## config.mk

```make
export PLATFORM = sky130hd
export DESIGN_NAME = t_counter_sequencer
export DESIGN_NICKNAME = d
export VERILOG_FILES = /design/src/rtl/t_counter_pkg.sv /design/src/rtl/tcnt_core.sv /design/src/rtl/t_counter_sequencer.sv
export SDC_FILE = /design/constraint.sdc
export NUM_CORES = 1
export LEC_CHECK = 0
export CAP_MARGIN = 20
export CORE_AREA = 2 2 65 48
export CTS_BUF_LIST = sky130_fd_sc_hd__clkbuf_2 sky130_fd_sc_hd__clkbuf_4 sky130_fd_sc_hd__clkbuf_8
export CTS_CLUSTER_SIZE = 24
export DETAILED_ROUTE_END_ITERATION = 12
export DIE_AREA = 0 0 67 50
export PLACE_DENSITY = 0.6
export SYNTH_ARGS = -nofsm -noshare
export SYNTH_HDL_FRONTEND = slang
export SYNTH_SLANG_ARGS = --single-unit
```

## constraint.sdc

```tcl
create_clock -name clk -period 2.3 [get_ports clk]
set_input_delay 0.575 -clock clk [delete_from_list [all_inputs] [get_ports clk]]
set_output_delay 0.575 -clock clk [all_outputs]
set_load 0.03 [all_outputs]
```

## src/rtl/t_counter_pkg.sv

```systemverilog
// Shared encodings for the T-flip-flop counter sequencer and its core.
package t_counter_pkg;

    typedef enum logic {
        ST_IDLE = 1'b0,
        ST_RUN  = 1'b1
    } state_e;

    localparam logic MODE_ONESHOT = 1'b0;
    localparam logic MODE_RELOAD  = 1'b1;

    localparam logic DIR_UP   = 1'b0;
    localparam logic DIR_DOWN = 1'b1;

endpackage

```

## src/rtl/tcnt_core.sv

```systemverilog
// Up/down counter built from per-bit T flip-flops; load has priority over en.
// One-cycle latency from en/load to q; no backpressure.
module tcnt_core #(
    parameter int WIDTH = 3
) (
    input  logic             clk,
    input  logic             reset,
    input  logic             en,
    input  logic             load,
    input  logic [WIDTH-1:0] load_val,
    input  logic             dir,
    output logic [WIDTH-1:0] q
);

    logic [WIDTH-1:0] q_q;
    logic [WIDTH-1:0] q_d;
    logic [WIDTH-1:0] tgl;
    logic [WIDTH:0]   up_c;
    logic [WIDTH:0]   dn_c;

    // Bit i toggles when every lower bit is 1 (up) or every lower bit is 0 (down).
    assign up_c[0] = 1'b1;
    assign dn_c[0] = 1'b1;
    for (genvar i = 0; i < WIDTH; i++) begin : g_tff
        assign up_c[i+1] = up_c[i] & q_q[i];
        assign dn_c[i+1] = dn_c[i] & ~q_q[i];
        assign tgl[i]    = en & (dir ? dn_c[i] : up_c[i]);
    end

    always_comb begin
        q_d = q_q ^ tgl;
        if (load) begin
            q_d = load_val;
        end
    end

    always_ff @(posedge clk) begin
        if (reset) begin
            q_q <= '0;
        end else begin
            q_q <= q_d;
        end
    end

    assign q = q_q;

endmodule

```

## src/rtl/t_counter_sequencer.sv

```systemverilog
// Sequences a T-flip-flop counter core for one-shot or auto-reload counting.
// All outputs registered (one cycle after the deciding edge); hold pauses stepping.
module t_counter_sequencer
    import t_counter_pkg::*;
#(
    parameter int WIDTH = 3
) (
    input  logic             clk,
    input  logic             reset,
    input  logic             start,
    input  logic             stop,
    input  logic             hold,
    input  logic             mode,
    input  logic             dir,
    input  logic [WIDTH-1:0] limit,
    output logic             busy,
    output logic [WIDTH-1:0] count,
    output logic             tc,
    output logic             done
);

    state_e           state_q, state_d;
    logic [WIDTH-1:0] lim_q, lim_d;
    logic             mode_q, mode_d;
    logic             dir_q, dir_d;
    logic             busy_q, tc_q, tc_d, done_q, done_d;

    logic             core_en, core_load;
    logic [WIDTH-1:0] core_load_val;
    logic [WIDTH-1:0] sv, tv, step_val;

    assign sv       = (dir_q == DIR_DOWN) ? lim_q : '0;
    assign tv       = (dir_q == DIR_DOWN) ? '0 : lim_q;
    // Never wraps: stepping only happens while count has not reached tv.
    assign step_val = (dir_q == DIR_DOWN) ? count - WIDTH'(1) : count + WIDTH'(1);

    always_comb begin
        state_d       = state_q;
        lim_d         = lim_q;
        mode_d        = mode_q;
        dir_d         = dir_q;
        tc_d          = 1'b0;
        done_d        = 1'b0;
        core_en       = 1'b0;
        core_load     = 1'b0;
        core_load_val = sv;
        case (state_q)
            ST_IDLE: begin
                if (start) begin
                    state_d       = ST_RUN;
                    lim_d         = limit;
                    mode_d        = mode;
                    dir_d         = dir;
                    core_load     = 1'b1;
                    core_load_val = (dir == DIR_DOWN) ? limit : '0;
                    tc_d          = (limit == '0);
                end
            end
            ST_RUN: begin
                if (stop) begin
                    state_d = ST_IDLE;
                end else if (!hold) begin
                    if (count != tv) begin
                        core_en = 1'b1;
                        tc_d    = (step_val == tv);
                    end else if (mode_q == MODE_ONESHOT) begin
                        state_d = ST_IDLE;
                        done_d  = 1'b1;
                    end else begin
                        core_load = 1'b1;
                        tc_d      = (sv == tv);
                    end
                end
            end
            default: state_d = ST_IDLE;
        endcase
    end

    always_ff @(posedge clk) begin
        if (reset) begin
            state_q <= ST_IDLE;
            lim_q   <= '0;
            mode_q  <= 1'b0;
            dir_q   <= 1'b0;
            busy_q  <= 1'b0;
            tc_q    <= 1'b0;
            done_q  <= 1'b0;
        end else begin
            state_q <= state_d;
            lim_q   <= lim_d;
            mode_q  <= mode_d;
            dir_q   <= dir_d;
            busy_q  <= (state_d == ST_RUN);
            tc_q    <= tc_d;
            done_q  <= done_d;
        end
    end

    tcnt_core #(.WIDTH(WIDTH)) u_core (
        .clk      (clk),
        .reset    (reset),
        .en       (core_en),
        .load     (core_load),
        .load_val (core_load_val),
        .dir      (dir_q),
        .q        (count)
    );

    assign busy = busy_q;
    assign tc   = tc_q;
    assign done = done_q;

endmodule

```

# Yosys cells after proc, flatten, opt, wreduce, memory -nomap -nowiden
# Cells that the tools add are included.
# totals
wordCells	53
mem_bits_ro	0
mem_bits_rw	0
output_inout_bits	6
n_memories	0
reg_bits	11
in_bits	10
latch_bits	0
# classes
mul	0
muxes	30
eq_ne	3
n_addsub	2
magnitude_cmp	0
div	0
n_reduce_logical	3
bitwise	8
shifts	0
# op_table
op	count
3-bit 2-to-1 mux	7
1-bit 2-to-1 mux	20
3-bit == test	2
1-bit one-hot mux with 2 select lines	3
5-bit OR reduction	1
1-bit AND	4
3-bit by 1-bit adder with 3-bit output, second input constant	1
3-bit zero test	1
3-bit inequality test	1
1-bit NOT	3
3-bit by 1-bit subtractor with 3-bit output, second input constant	1
3-bit bitwise XOR	1
2-bit AND reduction	1

# Logic depth before layout (Yosys ltp)
# depth
depth_word	9
ltp_mapped	8
mapped_depth_nobuf	7

# Modules after synthesis
# A second synthesis with hierarchy kept.
# unflattened
cells_unflattened	97
area_unflattened_um2	798.3
# by_module_without_submodules
module	area_per_inst_um2	n_inst	cells_each	seq_area_each_um2
t_counter_sequencer	606.8	1	75	160.2
tcnt_core	191.4	1	22	60.1

# Least setup slack after synthesis
# OpenSTA, ideal clock, no wires.
# synth_timing
path_kind	reg2reg
from	reg u_core.q_q[0] (netlist: u_core.q[0])
to	reg tc_q (netlist: tc)
arrival_ns	1.724
period_less_slack_ns	1.851
slack_ns	0.449
n_path_buf	0
setup_ns	0.127
stages_incl_launch_ff	8
required_ns	2.173
cell_sequence	dfxtp_1 > inv_1 > fa_1 > xor3_1 > nand3b_1 > a21oi_1 > o21ai_0 > o22ai_1
# synth_via
elab_chain_len	7
word_cells_on_any_way	9
cone_classes	2 x add/sub; 2 x eq/ne; 5 x mux
# synth_rtl
element	line_no	text
from (decl)	tcnt_core.sv:15	logic [WIDTH-1:0] q_q;
from (signal assigned)	tcnt_core.sv:41	q_q <= q_d;
3-bit by 1-bit adder with 3-bit output / 3-bit by 1-bit subtractor with 3-bit output (equally long branches)	t_counter_sequencer.sv:35	assign step_val = (dir_q == DIR_DOWN) ? count - WIDTH'(1) : count + WIDTH'(1);
3-bit 2-to-1 mux	t_counter_sequencer.sv:35	
3-bit == test	t_counter_sequencer.sv:65	tc_d = (step_val == tv);
1-bit 2-to-1 mux (*)	t_counter_sequencer.sv:63	if (count != tv) begin
1-bit 2-to-1 mux (*)	t_counter_sequencer.sv:62	end else if (!hold) begin
1-bit 2-to-1 mux (*)	t_counter_sequencer.sv:60	if (stop) begin
1-bit one-hot mux with 2 select lines (*)	t_counter_sequencer.sv:47	case (state_q)
to (signal assigned)	t_counter_sequencer.sv:94	tc_q <= tc_d;
to (decl)	t_counter_sequencer.sv:26	logic busy_q, tc_q, tc_d, done_q, done_d;
# Every way passes the cells marked *; elsewhere a longest branch is shown, timed or not.
# A chain may end at the register's enable or synchronous reset.

# Worst setup path in the final report
# layout_timing
from	reg u_core.q_q[2] (netlist: u_core.q[2])
to	out count[2]
# layout_rtl
element	line_no	text
to (decl)	t_counter_sequencer.sv:17	output logic [WIDTH-1:0] count,
# No word-level cell between the ends.

==> results.cfg <==
[power_and_ir_drop]
vdd_ir_drop_max_mv = 0.274
power_frac_comb = 0.255
swShare = 0.294
p_int_uw = 405
seqPwrFrac = 0.386
p_sw_uw = 169
p_per_area_nw_per_um2 = 562
power_leakage_uw = 0.000363
p_clk_frac = 0.359

[final_layout]
final_core_util = 0.375
stdcell_count = 156
n_antenna_cell = 0
layout.nets = 132
area_growth_pct = 29.3
design_area_um2 = 1020
drive_gt1_frac = 0.100

[clock_tree]
htreeDepth = 1
cts_tree = yes
clk_pin_slew_ps = 50
cts_setup_buffers = 0
cts-resized-gates = 0
cts_hold_buf = 0
clk_path_buf_depth = 2
cts-root-buf = clkbuf_8
cts_made_buffers = 3
clk_latency_ps = 240
cts_sinks = 11

[synthesis]
yosys_register_bits = 11
synth_ff_type = dfxtp_1
synthArstFlopShare = 0
synth.cells.most_frequent = nand2_1 (20), dfxtp_1 (11), a21oi_1 (10)
syn-cell-area_um2 = 790
synth_warnings = 0
synth-seq-area-share = 0.279
postSynthCellCount = 103
netlist.area_leader.share = 0.279
synth_edf_count = 0
yosys.area.top_type = dfxtp_1
synthTopCellsByArea = dfxtp_1 (28%), nand2_1 (9.5%), a21oi_1 (6.3%)
ys_types = 35
postSynthAreaPerCell_um2 = 7.67
synth_most_common_cell = nand2_1
synth_nets = 114

[global_routing]
track_usage = 0.130
antenna_found_initial = 0
grt_pass1_vias = 665
grt_start_max_net_pins = 15
grt_pass1_wl_um = 3180
grt_overflow = 0

[drt]
route.detailed.drc = 0
drtPass1Iterations = 5
vias_per_cell = 4.97
ant_nets = 0
via_count = 775
drtIter0Drc = 27
drt_wl_total_um = 1880
drt-wirelength-per-cell_um = 12.0

[placed_design]
dp_hpwl_um = 1470
place.gp.congestion = 0.768
placed_area_um2 = 972
numPortBuffers = 15
dpl.cell_count = 152

[sta]
tightestPinTransition_ps = 502
fin_crit_ps = 2060
relSlewSlack = 0.663
period_share = 0.894
rsz0062_at_grt = false
hold_viol = 0
final-max-slew-violation-count = 0
fin_setup_tns_ps = 0
setup_viol = 0
clock_skew_ps = 0.740
max_freq_mhz = 486

[critical_path]
end_kind = primary output
cp_max_fo = 8
required_ps = 1730
critical_path_class = flop to primary output
startpoint_type = flop
cp_slowest_cell = clkdlybuf4s50_1
critical_path.top_delay_family = buffers and inverters
slowest_delay_ps = 740
path_cells = clkdlybuf4s50_1
path_buf_inv = 1
arrival_ps = 1480

[floorplan]
dieHeight_um = 50
row_count = 16
initial_utilization = 0.290
die_area_um2 = 3350
coreArea_um2 = 2720
io_pins = 16
die_w_um = 67

[status]
outcome = finished, final reports clean

[job]
maxCapViolCount = 0

[worst_hold_path]
hold_path_class = flop to flop
[power groups by stage]
stage / Clock, uW / Sequential, uW / Combinational [uW]
2_1_floorplan: 0 / 226 / 97.2
3_3_place_gp: 0 / 225 / 144
3_5_place_dp: 0 / 225 / 147
4_1_cts: 215 / 221 / 147
5_1_grt: 226 / 223 / 163
6_report: 206 / 221 / 147
[metrics by stage]
step / hold slack, ps / power (uW) / setup WS (ps)
final: 506 / 574 / 244
after global placement: 487 / 369 / 66.2
after global routing: 555 / 612 / 145
after detailed placement: 496 / 372 / 28.9
after floorplan: 463 / 323 / 449
after CTS: 503 / 582 / 231
[cells in the final DEF, fill, tap and decap left out, drive strengths merged]
| cell type | instances |
|---|---|
| nand2 | 20 |
| clkdlybuf4s50 | 15 |
| dfxtp | 11 |
| a21oi | 11 |
| o21ai | 9 |
| inv | 7 |
| nand3 | 4 |
| nor2 | 4 |
| clkbuf | 4 |
| or3 | 3 |
| buf | 3 |
| xnor2 | 2 |
| and3 | 2 |
| nand2b | 2 |
| nor3 | 2 |
| xor2 | 2 |
| o22ai | 2 |
| a311oi | 2 |
| nor2b | 2 |
| and2b | 1 |
| and3b | 1 |
| a32oi | 1 |
| o311ai | 1 |
| a2111o | 1 |
| and2 | 1 |
| mux2i | 1 |
| a311o | 1 |
| or4 | 1 |
| a31oi | 1 |
| xor3 | 1 |
| nand3b | 1 |
| fa | 1 |
[cell families (layout without fill, tap and decap cells)]
group,count (synthesis),after routing,share of synthesized area
mux,1,1,0.0127
xor+xnor,5,5,0.0745
buf+inv,12,29,0.0777
flops,11,11,0.279
fa+ha+maj,1,1,0.0254
simple gates,44,44,0.281
compound gates,29,29,0.250
[sequential cells by signal, indices dropped and copies added (netlist names)]
signal	flops
tc	1
busy	1
dir_q	1
lim_q	3
mode_q	1
u_core.q	3
done	1
[final cells by class]
type                    instances  area, um^2
fillers                       299        1700
multi-input cells              80         508
flip-flops and latches         11         220
repair buffers                 18         173
clock buffers                   4        48.8
well taps                      36        45.0
inverters                       7        26.3
[worst paths after layout]
kind                                  start     endpoint  slack [ps]  cells after the start
worst max-delay path            u_core.q[2]     count[2]         240                      1
worst min-delay path               lim_q[0]     lim_q[0]         510                      2
worst max register to register        dir_q  u_core.q[1]         330                      5
worst min register to register     lim_q[0]     lim_q[0]         510                      2
[layer usage]
metal,track usage,share of wire
met5,0,0
met2,0.163,0.40
met1,0.192,0.52
met4,0.0510,0.018
met3,0.0502,0.063
Power figures use the tool's default switching activity.
